==> src/rtl/cpu_pkg.sv <==
// Shared fetch-stage definitions: widths, FSM encoding and instruction layout.
package cpu_pkg;

    localparam int ADDR_W_DEF  = 16;
    localparam int INSTR_BYTES = 4;
    localparam int IDX_W       = $clog2(INSTR_BYTES);

    typedef enum logic [1:0] {IDLE, REQ, VALID} state_e;

    // Opcode byte sub-fields
    localparam int OPC_SRC0_HI = 7;
    localparam int OPC_SRC0_LO = 6;
    localparam int OPC_SRC1_HI = 5;
    localparam int OPC_SRC1_LO = 4;
    localparam int OPC_ALU_HI  = 3;
    localparam int OPC_ALU_LO  = 0;

    // Byte positions within the assembled instruction
    localparam int OPCODE = 0;
    localparam int OP0    = 1;
    localparam int OP1    = 2;
    localparam int DST    = 3;

endpackage

==> src/rtl/instr_fetch_stage_if.sv <==
// ROM read bus plus the expanded-instruction valid/ready bus of the fetch stage.
interface instr_fetch_stage_if
    import cpu_pkg::*;
#(
    parameter int ADDR_W = ADDR_W_DEF
);
    logic              mem_req;
    logic [ADDR_W-1:0] mem_addr;
    logic              mem_ack;
    logic [7:0]        mem_rdata;

    logic              instr_valid;
    logic              instr_ready;
    logic [7:0]        opcode;
    logic [1:0]        src0_mode;
    logic [1:0]        src1_mode;
    logic [3:0]        alu_op;
    logic [7:0]        operand0;
    logic [7:0]        operand1;
    logic [7:0]        dst;
    logic [ADDR_W-1:0] instr_pc;

    modport master (
        output mem_req, mem_addr, instr_valid, opcode, src0_mode, src1_mode,
               alu_op, operand0, operand1, dst, instr_pc,
        input  mem_ack, mem_rdata, instr_ready
    );

    modport slave (
        input  mem_req, mem_addr, instr_valid, opcode, src0_mode, src1_mode,
               alu_op, operand0, operand1, dst, instr_pc,
        output mem_ack, mem_rdata, instr_ready
    );
endinterface

==> src/rtl/instr_fetch_stage_expand.sv <==
// Splits the assembled instruction bytes into decoded fields; the only place
// that knows the instruction layout.
module instr_expand
    import cpu_pkg::*;
(
    input  logic [INSTR_BYTES-1:0][7:0] bytes_i,
    output logic [7:0]                  opcode_o,
    output logic [1:0]                  src0_mode_o,
    output logic [1:0]                  src1_mode_o,
    output logic [3:0]                  alu_op_o,
    output logic [7:0]                  operand0_o,
    output logic [7:0]                  operand1_o,
    output logic [7:0]                  dst_o
);
    assign opcode_o    = bytes_i[OPCODE];
    assign src0_mode_o = bytes_i[OPCODE][OPC_SRC0_HI:OPC_SRC0_LO];
    assign src1_mode_o = bytes_i[OPCODE][OPC_SRC1_HI:OPC_SRC1_LO];
    assign alu_op_o    = bytes_i[OPCODE][OPC_ALU_HI:OPC_ALU_LO];
    assign operand0_o  = bytes_i[OP0];
    assign operand1_o  = bytes_i[OP1];
    assign dst_o       = bytes_i[DST];
endmodule

==> src/rtl/instr_fetch_stage.sv <==
// Stage0 fetch: reads INSTR_BYTES bytes from a byte ROM over req/ack starting
// at the sampled pc, then holds the expanded instruction under valid/ready.
module instr_fetch_stage
    import cpu_pkg::*;
#(
    parameter int ADDR_W = ADDR_W_DEF
)(
    input  logic                clk,
    input  logic                reset_n,
    input  logic                fetch_start,
    input  logic [ADDR_W-1:0]   pc,
    input  logic                flush,
    instr_fetch_stage_if.master bus,
    output logic                busy,
    output logic                overrun
);
    localparam logic [IDX_W-1:0] LAST_IDX = IDX_W'(INSTR_BYTES - 1);

    state_e                       state_q;
    logic [IDX_W-1:0]             idx_q;
    logic [ADDR_W-1:0]            base_q;
    logic [ADDR_W-1:0]            addr_q;
    logic [ADDR_W-1:0]            ipc_q;
    logic                         req_q;
    logic                         valid_q;
    logic                         overrun_q;
    logic [INSTR_BYTES-1:0][7:0]  asm_q;
    logic [INSTR_BYTES-1:0][7:0]  instr_q;

    always_ff @(posedge clk or negedge reset_n) begin
        if (!reset_n) begin
            state_q   <= IDLE;
            idx_q     <= '0;
            base_q    <= '0;
            addr_q    <= '0;
            ipc_q     <= '0;
            req_q     <= 1'b0;
            valid_q   <= 1'b0;
            overrun_q <= 1'b0;
            asm_q     <= '0;
            instr_q   <= '0;
        end else begin
            overrun_q <= fetch_start && (state_q != IDLE);
            case (state_q)
                IDLE: begin
                    if (fetch_start && !flush) begin
                        state_q <= REQ;
                        base_q  <= pc;
                        addr_q  <= pc;
                        idx_q   <= '0;
                        req_q   <= 1'b1;
                    end
                end
                REQ: begin
                    // A flush discards any ack that lands in the same cycle.
                    if (flush) begin
                        state_q <= IDLE;
                        req_q   <= 1'b0;
                    end else if (bus.mem_ack) begin
                        asm_q[idx_q] <= bus.mem_rdata;
                        idx_q        <= idx_q + 1'b1;
                        if (idx_q == LAST_IDX) begin
                            // Fields change only here, so they stay stable in VALID/IDLE.
                            state_q                  <= VALID;
                            req_q                    <= 1'b0;
                            valid_q                  <= 1'b1;
                            instr_q                  <= asm_q;
                            instr_q[INSTR_BYTES-1]   <= bus.mem_rdata;
                            ipc_q                    <= base_q;
                        end else begin
                            addr_q <= base_q + ADDR_W'(idx_q) + ADDR_W'(1);
                        end
                    end
                end
                VALID: begin
                    if (flush || bus.instr_ready) begin
                        state_q <= IDLE;
                        valid_q <= 1'b0;
                    end
                end
                default: begin
                    state_q <= IDLE;
                    req_q   <= 1'b0;
                    valid_q <= 1'b0;
                end
            endcase
        end
    end

    assign bus.mem_req     = req_q;
    assign bus.mem_addr    = addr_q;
    assign bus.instr_valid = valid_q;
    assign bus.instr_pc    = ipc_q;
    assign busy            = (state_q != IDLE);
    assign overrun         = overrun_q;

    instr_expand u_expand (
        .bytes_i     (instr_q),
        .opcode_o    (bus.opcode),
        .src0_mode_o (bus.src0_mode),
        .src1_mode_o (bus.src1_mode),
        .alu_op_o    (bus.alu_op),
        .operand0_o  (bus.operand0),
        .operand1_o  (bus.operand1),
        .dst_o       (bus.dst)
    );
endmodule
==> src/flat_wrapper.sv <==
// flat-port wrapper written by rule: the top's interface ports become plain ports
module instr_fetch_stage_flat import cpu_pkg::*;
#(
    parameter int ADDR_W = ADDR_W_DEF
)
  (clk, reset_n, fetch_start, pc, flush, busy, overrun, bus_mem_req, bus_mem_addr, bus_instr_valid, bus_opcode, bus_src0_mode, bus_src1_mode, bus_alu_op, bus_operand0, bus_operand1, bus_dst, bus_instr_pc, bus_mem_ack, bus_mem_rdata, bus_instr_ready);
  instr_fetch_stage_if #(.ADDR_W(ADDR_W)) bus_i ();
  input  logic clk;
  input  logic reset_n;
  input  logic fetch_start;
  input  logic [ADDR_W-1:0] pc;
  input  logic flush;
  output logic busy;
  output logic overrun;
  output wire logic [$bits(bus_i.mem_req)-1:0] bus_mem_req;
  output wire logic [$bits(bus_i.mem_addr)-1:0] bus_mem_addr;
  output wire logic [$bits(bus_i.instr_valid)-1:0] bus_instr_valid;
  output wire logic [$bits(bus_i.opcode)-1:0] bus_opcode;
  output wire logic [$bits(bus_i.src0_mode)-1:0] bus_src0_mode;
  output wire logic [$bits(bus_i.src1_mode)-1:0] bus_src1_mode;
  output wire logic [$bits(bus_i.alu_op)-1:0] bus_alu_op;
  output wire logic [$bits(bus_i.operand0)-1:0] bus_operand0;
  output wire logic [$bits(bus_i.operand1)-1:0] bus_operand1;
  output wire logic [$bits(bus_i.dst)-1:0] bus_dst;
  output wire logic [$bits(bus_i.instr_pc)-1:0] bus_instr_pc;
  input wire logic [$bits(bus_i.mem_ack)-1:0] bus_mem_ack;
  input wire logic [$bits(bus_i.mem_rdata)-1:0] bus_mem_rdata;
  input wire logic [$bits(bus_i.instr_ready)-1:0] bus_instr_ready;
  assign bus_mem_req = bus_i.mem_req;
  assign bus_mem_addr = bus_i.mem_addr;
  assign bus_instr_valid = bus_i.instr_valid;
  assign bus_opcode = bus_i.opcode;
  assign bus_src0_mode = bus_i.src0_mode;
  assign bus_src1_mode = bus_i.src1_mode;
  assign bus_alu_op = bus_i.alu_op;
  assign bus_operand0 = bus_i.operand0;
  assign bus_operand1 = bus_i.operand1;
  assign bus_dst = bus_i.dst;
  assign bus_instr_pc = bus_i.instr_pc;
  assign bus_i.mem_ack = bus_mem_ack;
  assign bus_i.mem_rdata = bus_mem_rdata;
  assign bus_i.instr_ready = bus_instr_ready;
  instr_fetch_stage #(.ADDR_W(ADDR_W)) u_core (.clk(clk), .reset_n(reset_n), .fetch_start(fetch_start), .pc(pc), .flush(flush), .bus(bus_i), .busy(busy), .overrun(overrun));
endmodule
==> config.mk <==
export PLATFORM = sky130hd
export DESIGN_NAME = instr_fetch_stage_flat
export DESIGN_NICKNAME = d
export VERILOG_FILES = /design/src/rtl/cpu_pkg.sv /design/src/rtl/instr_fetch_stage_if.sv /design/src/rtl/instr_fetch_stage_expand.sv /design/src/rtl/instr_fetch_stage.sv /design/src/flat_wrapper.sv
export SDC_FILE = /design/constraint.sdc
export NUM_CORES = 1
export LEC_CHECK = 0
export CORE_MARGIN = 4
export CORE_UTILIZATION = 57
export DETAILED_ROUTE_END_ITERATION = 10
export DONT_BUFFER_PORTS = 1
export HOLD_SLACK_MARGIN = 0.12
export MAX_ROUTING_LAYER = met4
export PLACE_DENSITY_LB_ADDON = 0.1
export SYNTH_ARGS = -nofsm -noshare
export SYNTH_HDL_FRONTEND = slang
export SYNTH_SLANG_ARGS = --single-unit
export TNS_END_PERCENT = 5
==> constraint.sdc <==
create_clock -name clk -period 2.4 [get_ports clk]
set_clock_uncertainty 0.2 [all_clocks]
set_input_delay 0.12 -clock clk [delete_from_list [all_inputs] [get_ports clk]]
set_output_delay 0.12 -clock clk [all_outputs]
set_load 0.05 [all_outputs]
==> results.md, run 1 <==
* Setup WS post-layout at 0.0875 ns
* Initial core utilization at 59.3%
* 1st-iter DRT viols at 92
* CTS tree: built
* Worst Tran Pin Value at 0.572 ns
* I/O Pins at between 100 and 150
* CTS Buf Count at 9
* Critical R2R Launch: u_core.idx_q[0]
* RSZ-0062 raised after global routing: yes
* Failing checks: negative hold slack
* Critical Path RT at between 2 and 2.5 ns
* First-pass GRT wire length at approximately 16 mm
* Vias in the first global route at just over 3k
* Worst Setup Start Kind: register
* DRT Pass-1 Iters at 4
* Clock Latency Late Sink at about 0.37 ns
* Die Wd at 101 um
* Critical path arrival at 2.36 ns
* R2R Setup Slk at 0.09 ns
* Library cells used by synthesis at between 40 and 50
* Final Util at 67.2%
* Max Buffers Root-to-Sink at 2
* Cell leakage power at 2.76 nW
* Congestion Overflow GR at 0
* Die area at 0.0102 mm^2
* P&R area growth vs syn at 13.4%
* Hold_buf cts at 31
* Number of enable-type register cells in the synthesized netlist at 0
* Top-area cell type share of the netlist area at 56.2%
* Flops & latches, synth at 111
* Crit Path Max Fanout at 3
* Root Driver: clkbuf_8
* R2r endpoint: u_core.bus.mem_addr[14]
* Sequential area share after synthesis at 56.2%
* Syn_nets at just under 400
* Synth Warn # at 0
* Crit path largest cell delay at 0.41 ns
* PortBufs at 0
* Cells after synthesis at 356
* Largest net degree at the start of global routing at 112
* Synth area leader: dfrtp_1
* Top cells by count, synth: dfrtp_1 (111), mux2_4 (43), mux2_2 (40)
* Filler cell count at 638
* Achievable Freq at 0.432 GHz
* Cell area after layout at 0.00561 mm^2
* Final Cycle Share at 96.4%
* Max-slew violation count at 0
* Worst-path clk slew at 0.11 ns
* CP Capture Type: register
* Worst slew margin at 61.9%
* Via count at 2,882
* Design Power at 5.58 mW
* Total track usage at 20.2%
* Residual DRC count at 0
* Critical path type: register to register
* H-tree Lvls at 3
* DRT antenna net count at 0
* DP HPWL at 6.41 mm
* Peak supply drop at 0.000501 V
* Row Count at 33
* Crit path max-delay cell type: fa_2
* Layout cells sized above 1 at 32.8%
* Core Box Area at 0.00834 mm^2
* Initial antenna violation count at 0
* CP cell instances: inv_2 > ha_4 > fa_2 > and4b_2 > nand4_1 > nor2_1 > nor4_2 > a221o_1
* Placement Setup Slack at approximately 0.017 ns
* Die Y at 101 um
* Hold WC Path Type: primary input to async pin
* CTS sink count at 111
* Gpl congestion at 0.772
* Top FF cell, synth: dfrtp_1
* Run status: finished with violations
* P per Cell Area at 996 mW/mm^2
* Count leader, synth: dfrtp_1
* Max-cap violations at 0
* R2R depth at 8
* Post-DP Area at between 0.005 and 0.006 mm^2
* WL per Instance at 19.1 um
* Number of diodes at 0
* Fin. Hold Viols at 111
* Post-DR vias/cell at 5.68
* Fin nets at 434
* Mean Syn Cell Area at 13.9 um^2
* Period minus WS final at 2.31 ns
* Worst hold slack at -0.762 ns
* Synth area leaders: dfrtp_1 (56%), mux2_4 (13%), mux2_2 (9.1%)
* Post-Route WL at 9.71 mm
* Mapped Area at 0.00494 mm^2
* Asr flop ratio synth at between 90% and 100%
* Final setup violation count at 0
[layer usage]
layer  up-vias  GRT usage (%)  routed length (um)
met1      1451           26.4                4410
met5         -              -                   0
li1       1325              -                   -
met2        91           30.9                4500
met4         0           6.85                 159
met3        15           4.98                 641
[what timing repair did]
action                                  4_1_cts  5_1_grt
buffers inserted                              0        1
endpoints found under the setup margin        1        6
resized for setup                             1        7
gates cloned                                  0        0
pin swaps                                     0        3
endpoints found under the hold margin       182      111
[sequential cells by signal, summed over array words and instances, names as in the netlist]
register                count
u_core.idx_q                2
u_core.state_q              2
u_core.bus.instr_pc        16
u_core.instr_q             32
u_core.bus.mem_req          1
u_core.bus.instr_valid      1
u_core.asm_q               24
u_core.base_q              16
u_core.bus.mem_addr        16
u_core.overrun              1
[power by group]
group          leakage (nW)  total, mW  switching (mW)  internal [mW]
clock                0.0976       1.05           0.649          0.400
sequential             1.44       3.40            1.08           2.32
combinational          1.21       1.13           0.520          0.611
total                  2.76       5.58            2.25           3.34
[worst max-delay path by stage]
stage                              endpoint  slack, ns       startpoint  depth (start not counted)
finish              u_core.bus.mem_addr[14]       0.09  u_core.idx_q[0]                          8
global placement    u_core.bus.mem_addr[12]       0.12  u_core.idx_q[0]                          8
detailed placement  u_core.bus.mem_addr[10]       0.02  u_core.idx_q[0]                          9
CTS                 u_core.bus.mem_addr[14]      0.009  u_core.idx_q[0]                          8
global route        u_core.bus.mem_addr[10]      -0.03  u_core.idx_q[0]                          9
floorplan           u_core.bus.mem_addr[12]       0.17  u_core.idx_q[0]                          8
[worst max-delay path: cells and delay by family (launching register included)]
family	cells	cell delay, ns
DFF	1	0.40
buffers and inverters	1	0.07
AOI/OAI and AO/OA	1	0.27
adders and majority gates	2	0.58
and+or+nand+nor	4	0.69
[cells in the final DEF (no fill, tap or decap), types with 9 or more instances in the layout]
| master | netlist | layout |
|---|---|---|
| buf_4 | 10 | 18 |
| clkbuf_8 | 0 | 9 |
| dfrtp_1 | 111 | 111 |
| dlygate4sd3_1 | 0 | 31 |
| mux2_2 | 40 | 40 |
| mux2_4 | 43 | 43 |
| mux2i_1 | 9 | 9 |
| nand2_1 | 26 | 26 |
| nor2_1 | 10 | 10 |
| o21ai_0 | 21 | 20 |
| xnor2_1 | 9 | 9 |
[area by class of cell]
class / instances / area [um^2] / share of cell area [%]
multi-input cells: 216 / 2000 / 35.8
clock inverters: 7 / 62.6 / 1.12
flip-flops and latches: 111 / 2780 / 49.5
inverters: 8 / 30.0 / 0.536
repair buffers: 51 / 477 / 8.50
clock buffers: 9 / 124 / 2.21
well taps: 105 / 131 / 2.34
[stage by stage]
step           std cells  setup TNS, ns  hold slack [ns]
2_1_floorplan        356              0           -0.376
4_1_cts              506              0           -0.788
6_report             507              0           -0.762
3_3_place_gp         459              0           -0.372
3_5_place_dp         459              0           -0.372
5_1_grt              507        -0.0513           -0.795
[cell families (layout without fill, tap and decap cells)]
family	after synthesis	in the layout	share of synthesized area, %
compound gates	41	41	5.14
xor+xnor	12	12	2.13
fa+ha+maj	7	7	1.92
buf+inv	29	75	3.77
flops	111	111	56.2
mux	92	92	24.0
simple gates	64	64	6.84
Note: power is estimated with default switching activity, not from simulation.
==> inputs of run 2 (changes only) <==
Settings changed: CORE_UTILIZATION 57 to 60.
Clock period 2.4 ns to 2.9 ns, I/O delays scaled along.
==> run 2 against run 1 <==
Net effect:
- first-iteration DRC count is 61% higher
- die area is 4.6% lower
- critical path depth is 2 lower
- register-to-register slack better by 0.28 ns
- highest routed layer unchanged
- the flow still finishes with violations (negative hold slack)
- clock power is 17% lower
- largest power group unchanged
==> results.md, run 2 (synthesized netlist as in run 1, its figures left out) <==
* Run status: finished with violations (unchanged)
* Failing checks: negative hold slack (unchanged)
* Flop pwr share at 64.4% (was 61.0%)
* Fin nets at 421 (was 434)
* Peak supply drop at 0.000400 V (was 0.000501 V)
* Most flop-heavy register: u_core.instr_q (unchanged)
* Hold WC Path Type: primary input to async pin (unchanged)
* Setup TNS Final at 0 ns (unchanged)
* Core Box Area at 0.00789 mm^2 (was 0.00834 mm^2)
* CP Buf/Inv Count at 2 (was 1)
* Worst Setup Start Kind: register (unchanged)
* Crit path max-delay cell type: dlygate4sd3_1 (was fa_2)
* DRT Pass-1 Iters at 4 (unchanged)
* CTS sink count at 111 (unchanged)
* Die Y at 98.8 um (was 101 um)
* Clock Latency Late Sink at 0.37 ns (about the same)
* Largest net degree at the start of global routing at 112 (unchanged)
* H-tree Lvls at 3 (unchanged)
* Placement Setup Slack at 0.441 ns (was 0.0175 ns)
* Crit path largest cell delay at 0.55 ns (was 0.41 ns)
* Clock group share of total power at 19.2% (was 18.8%)
* CTS Buf Count at 9 (unchanged)
* P_int at 2.71 mW (was 3.34 mW)
* CTS tree: built (unchanged)
* Die Wd at 98.8 um (was 101 um)
* Worst slew margin at 38.1% (was 61.9%)
* Period minus WS final at 2.53 ns (was 2.31 ns)
* First-pass GRT wire length at 16.1 mm (was 15.6 mm)
* Final setup violation count at 0 (unchanged)
* DP HPWL at 6.27 mm (was 6.41 mm)
* Number of diodes at 0 (unchanged)
* Hold_buf cts at 31 (unchanged)
* Residual DRC count at 0 (unchanged)
* Post-DR vias/cell at 5.78 (was 5.68)
* Worst hold slack at -0.743 ns (was -0.762 ns)
* Fin. Hold Viols at 111 (unchanged)
* Sw frac at 40.4% (was 40.3%)
* Achievable Freq at 0.395 GHz (was 0.432 GHz)
* Die area at 0.00975 mm^2 (was 0.0102 mm^2)
* CP Capture Type: register (unchanged)
* Gate power share at 16.5% (was 20.2%)
* PortBufs at 0 (unchanged)
* CP cell instances: or2_1 > nor3b_4 > buf_4 > nand2_1 > dlygate4sd3_1 > o21ai_0 (was inv_2 > ha_4 > fa_2 > and4b_2 > nand4_1 > nor2_1 > nor4_2 > a221o_1)
* Congestion Overflow GR at 0 (unchanged)
* DRT antenna net count at 0 (unchanged)
* Setup WS post-layout at 0.366 ns (was 0.0875 ns)
* Vias in the first global route at 3,002 (was 3,038)
* Layout cells sized above 1 at 29.0% (was 32.8%)
* Sw power at 1.84 mW (was 2.25 mW)
* Initial antenna violation count at 0 (unchanged)
* I/O Pins at 106 (unchanged)
* Root Driver: clkbuf_8 (unchanged)
* Setup bufs post-CTS at 0 (unchanged)
* Worst Tran Pin Value at 0.929 ns (was 0.572 ns)
* Max Buffers Root-to-Sink at 2 (unchanged)
* WL per Instance at 19.1 um (about the same)
* Max reg flops at 32 (unchanged)
* Initial core utilization at 62.7% (was 59.3%)
* Critical path arrival at 2.63 ns (was 2.36 ns)
* Family with the most delay on the worst path: buffers and inverters (was simple AND/OR/NAND/NOR gates)
* Max-slew violation count at 0 (unchanged)
* Post-cts sizing count at 0 (was 1)
* Most frequent cells in the layout: dfrtp_1 (111), mux2_4 (43), mux2_2 (40) (unchanged)
* R2R Setup Slk at 0.37 ns (was 0.09 ns)
* Crit Path Max Fanout at 24 (was 3)
* Critical path type: register to register (unchanged)
* Post-Route WL at 9.40 mm (was 9.71 mm)
* Worst-path clk slew at 0.11 ns (about the same)
* P&R area growth vs syn at 10.8% (was 13.4%)
* P per Cell Area at 831 mW/mm^2 (was 996 mW/mm^2)
* Max-cap violations at 0 (unchanged)
* Final Cycle Share at 87.4% (was 96.4%)
* Total track usage at 21.3% (was 20.2%)
* Top Registers: u_core.instr_q (32), u_core.asm_q (24) (unchanged)
* Gpl congestion at 0.823 (was 0.772)
* Cell leakage power at 2.67 nW (was 2.76 nW)
* Commonest non-fill, non-tap cell in the layout: dfrtp_1 (unchanged)
* Filler cell count at 543 (was 638)
* Via count at 2,838 (was 2,882)
* Row Count at 32 (was 33)
* Critical Path RT at 2.99 ns (was 2.45 ns)
* 1st-iter DRT viols at 148 (was 92)
* RSZ-0062 raised after global routing: no (was yes)
-- run 2: path summary, 6_finish.rpt --
kind	from	end	depth (start not counted)
hold reg to reg	u_core.asm_q[11]	u_core.instr_q[11]	1
setup reg to reg	u_core.state_q[1]	u_core.base_q[1]	6
hold / removal	reset_n	u_core.bus.mem_addr[4]	0
setup / recovery	u_core.state_q[1]	u_core.base_q[1]	6
max in group asynchronous	reset_n	u_core.base_q[2]	0
min in group clk	fetch_start	u_core.base_q[1]	3
-- run 2: stage by stage --
step | util, % | std cells | power (mW) | cell area [um^2] | hold WS, ns
after floorplan | - | 356 | 3.49 | 4940 | -0.351
after global placement | 63.2 | 444 | 3.63 | 4980 | -0.347
after detailed placement | 63.2 | 444 | 3.67 | 4980 | -0.348
after CTS | 69.4 | 491 | 4.59 | 5470 | -0.759
after global routing | 69.4 | 491 | 4.80 | 5470 | -0.779
final | 69.4 | 491 | 4.55 | 5470 | -0.743
-- run 2: power by group through the flow --
stage               registers [mW]  clock network (mW)  logic, mW
floorplan                     2.81                   0      0.686
global placement              2.95                   0      0.682
detailed placement            2.97                   0      0.706
CTS                           2.93               0.897      0.756
global route                  2.99               0.968      0.842
finish                        2.93               0.872      0.748
-- run 2: final cells by class --
type,count,area (um^2),share of cell area [%]
clock buffers,10,128,2.33
clock inverters,6,53.8,0.983
inverters,8,30.0,0.549
multi-input cells,216,1980,36.2
flip-flops and latches,111,2780,50.7
well taps,102,128,2.33
repair buffers,38,375,6.86
-- run 2: per-layer routing --
layer / GRT usage, % / vias to the layer above / share of wire, %
met4: 4.94 / 0 / 0.97
met5: - / - / 0
met3: 6.72 / 7 / 6.3
met2: 31.2 / 84 / 47
met1: 29.4 / 1441 / 46
li1: - / 1306 / -
==> inputs of run 3 (changes only) <==
==> constraint.sdc (replaced) <==
create_clock -name clk -period 2.9 [get_ports clk]
set_clock_uncertainty 0.2 [all_clocks]
set_input_delay 0.145 -clock clk [delete_from_list [all_inputs] [get_ports clk]]
set_output_delay 0.145 -clock clk [all_outputs]
set_load 0.1 [all_outputs]
==> run 3 against run 2 <==
Net effect:
- the flow still finishes with violations (negative hold slack)
- non-clock buffer count rose by 26
- sequential power is essentially flat
- global-route usage up 0.74 points
- final area increased by 4.8%
- die area is the same
- combinational power rose by 130%
- hold slack worse by 0.0038 ns
- maximum frequency grew 1.5%
- critical path depth is 2 higher
- sequential cell count is the same
- power grew 23%
- setup slack improved by 0.038 ns
- critical endpoint is now u_core.bus.mem_addr[14]
- largest power group unchanged
- highest routed layer unchanged
==> results.md, run 3 (synthesized netlist as in run 1, its figures left out) <==
* Run status: finished with violations (unchanged)
* Failing checks: negative hold slack (unchanged)
* Setup TNS Final at 0 ns (unchanged)
* Hold WC Path Type: primary input to async pin (unchanged)
* Post-DP Area at 0.00520 mm^2 (was 0.00498 mm^2)
* P&R area growth vs syn at 16.0% (was 10.8%)
* Cell area after layout at 0.00573 mm^2 (was 0.00547 mm^2)
* Fin. Hold Viols at 111 (unchanged)
* Number of diodes at 0 (unchanged)
* Final Cycle Share at 86.0% (was 87.4%)
* Achievable Freq at 0.401 GHz (was 0.395 GHz)
* Gpl congestion at 0.821 (was 0.823)
* Fin nets at 447 (was 421)
* Post-Route WL at 9.74 mm (was 9.40 mm)
* Root Driver: clkbuf_8 (unchanged)
* Peak supply drop at 0.000496 V (was 0.000400 V)
* Placement Setup Slack at 0.448 ns (was 0.441 ns)
* CTS sink count at 111 (unchanged)
* DRT antenna net count at 0 (unchanged)
* Setup WS post-layout at 0.405 ns (was 0.366 ns)
* Post-cts sizing count at 0 (unchanged)
* Residual DRC count at 0 (unchanged)
* Clock Latency Late Sink at 0.37 ns (about the same)
* Die Y at 98.8 um (unchanged)
* Total track usage at 22.1% (was 21.3%)
* Final Util at 72.7% (was 69.4%)
* Post-DR vias/cell at 5.65 (was 5.78)
* CTS Buf Count at 9 (unchanged)
* Most frequent cells in the layout: dfrtp_1 (103), mux2_4 (43), mux2_2 (40) (was dfrtp_1 (111), mux2_4 (43), mux2_2 (40))
* Sw power at 2.67 mW (was 1.84 mW)
* CTS tree: built (unchanged)
* Layout cells sized above 1 at 35.7% (was 29.0%)
* Commonest non-fill, non-tap cell in the layout: dfrtp_1 (unchanged)
* RSZ-0062 raised after global routing: no (unchanged)
* Hold_buf cts at 31 (unchanged)
* Most flop-heavy register: u_core.instr_q (unchanged)
* Period minus WS final at 2.50 ns (was 2.53 ns)
* Largest net degree at the start of global routing at 112 (unchanged)
* Max-cap violations at 0 (unchanged)
* Top Registers: u_core.instr_q (32), u_core.asm_q (24) (unchanged)
* R2R Setup Slk at 0.40 ns (was 0.37 ns)
* First-pass GRT wire length at 16.6 mm (was 16.1 mm)
* 1st-iter DRT viols at 147 (was 148)
* Initial antenna violation count at 0 (unchanged)
* Final setup violation count at 0 (unchanged)
* P_int at 2.92 mW (was 2.71 mW)
* Worst Tran Pin Value at 0.942 ns (was 0.929 ns)
* Gate power share at 30.1% (was 16.5%)
* Worst hold slack at -0.747 ns (was -0.743 ns)
* Critical Path RT at 3.01 ns (was 2.99 ns)
* DP HPWL at 6.51 mm (was 6.27 mm)
* PortBufs at 0 (unchanged)
* Vias in the first global route at 3,108 (was 3,002)
* P per Cell Area at 975 mW/mm^2 (was 831 mW/mm^2)
* Max-slew violation count at 0 (unchanged)
* Core Box Area at 0.00789 mm^2 (unchanged)
* Worst Setup Start Kind: register (unchanged)
* Congestion Overflow GR at 0 (unchanged)
* Die Wd at 98.8 um (unchanged)
* Flop pwr share at 51.9% (was 64.4%)
* Initial core utilization at 62.7% (unchanged)
* CP Capture Type: register (unchanged)
* Worst slew margin at 37.2% (was 38.1%)
* Clock group share of total power at 17.9% (was 19.2%)
* Crit Path Max Fanout at 5 (was 24)
* Row Count at 32 (unchanged)
* Via count at 2,921 (was 2,838)
* Max reg flops at 32 (unchanged)
* Critical path arrival at 2.60 ns (was 2.63 ns)
* Critical path type: register to register (unchanged)
* WL per Instance at 18.8 um (was 19.1 um)
* Cell leakage power at 2.83 nW (was 2.67 nW)
* DRT Pass-1 Iters at 4 (unchanged)
* H-tree Lvls at 3 (unchanged)
* I/O Pins at 106 (unchanged)
* Sw frac at 47.8% (was 40.4%)
* Worst-path clk slew at 0.11 ns (about the same)
* Setup bufs post-CTS at 0 (unchanged)
* Die area at 0.00975 mm^2 (unchanged)
* Max Buffers Root-to-Sink at 2 (unchanged)
-- run 3: changes by cell type in the layout (fill, tap and decap cells not counted), moves of 2 or more --
| cell | before | now |
|---|---|---|
| buf_4 | 6 | 31 |
| clkinv_8 | 0 | 2 |
| clkinvlp_4 | 3 | 0 |
| dfrtp_1 | 111 | 103 |
| dfrtp_2 | 0 | 8 |
| inv_6 | 0 | 3 |
-- run 3: layer usage --
layer  track usage, %  wire [um]  vias up
li1                 -          -     1355
met1             30.4       4400     1476
met2             32.7       4660       76
met3             4.88        519       14
met4             7.35        162        0
met5                -          0        -
-- run 3: worst paths after layout --
kind	depth (start not counted)	start	to
max	8	u_core.idx_q[0]	u_core.bus.mem_addr[14]
min	0	reset_n	u_core.base_q[4]
max reg2reg	8	u_core.idx_q[0]	u_core.bus.mem_addr[14]
min reg2reg	2	u_core.bus.instr_valid	u_core.bus.instr_valid
max in group asynchronous	0	reset_n	u_core.instr_q[7]
min in group clk	3	fetch_start	u_core.base_q[1]
-- run 3: metrics by stage --
step                      std cells  total power, mW
after floorplan                 356             4.25
after global placement          470             4.53
after detailed placement        470             4.59
after CTS                       517             5.64
after global routing            517             5.86
final                           517             5.59
-- run 3: power by group through the flow --
stage	clock (mW)	sequential [mW]	combinational (mW)
after floorplan	0	3.49	0.760
after global placement	0	2.91	1.62
after detailed placement	0	2.94	1.65
after CTS	1.03	2.91	1.70
after global routing	1.11	2.96	1.79
final	1.00	2.91	1.69
-- run 3: worst max-delay path, stage by stage (launching register included) --
cell,delay (ns)
dfrtp_1,0.40
inv_1,0.11
ha_1,0.22
fa_1,0.42
and4b_1,0.40
nand4_1,0.14
and2_1,0.18
nor4_1,0.24
a221o_1,0.15
-- run 3: area by class of cell --
cell class | count | area (um^2)
Sequential cell | 111 | 2790
Fill cell | 553 | 2150
Multi-Input combinational cell | 216 | 1980
Timing Repair Buffer | 64 | 583
Tap cell | 102 | 128
Clock buffer | 9 | 124
Clock inverter | 7 | 100
Inverter | 8 | 30.0
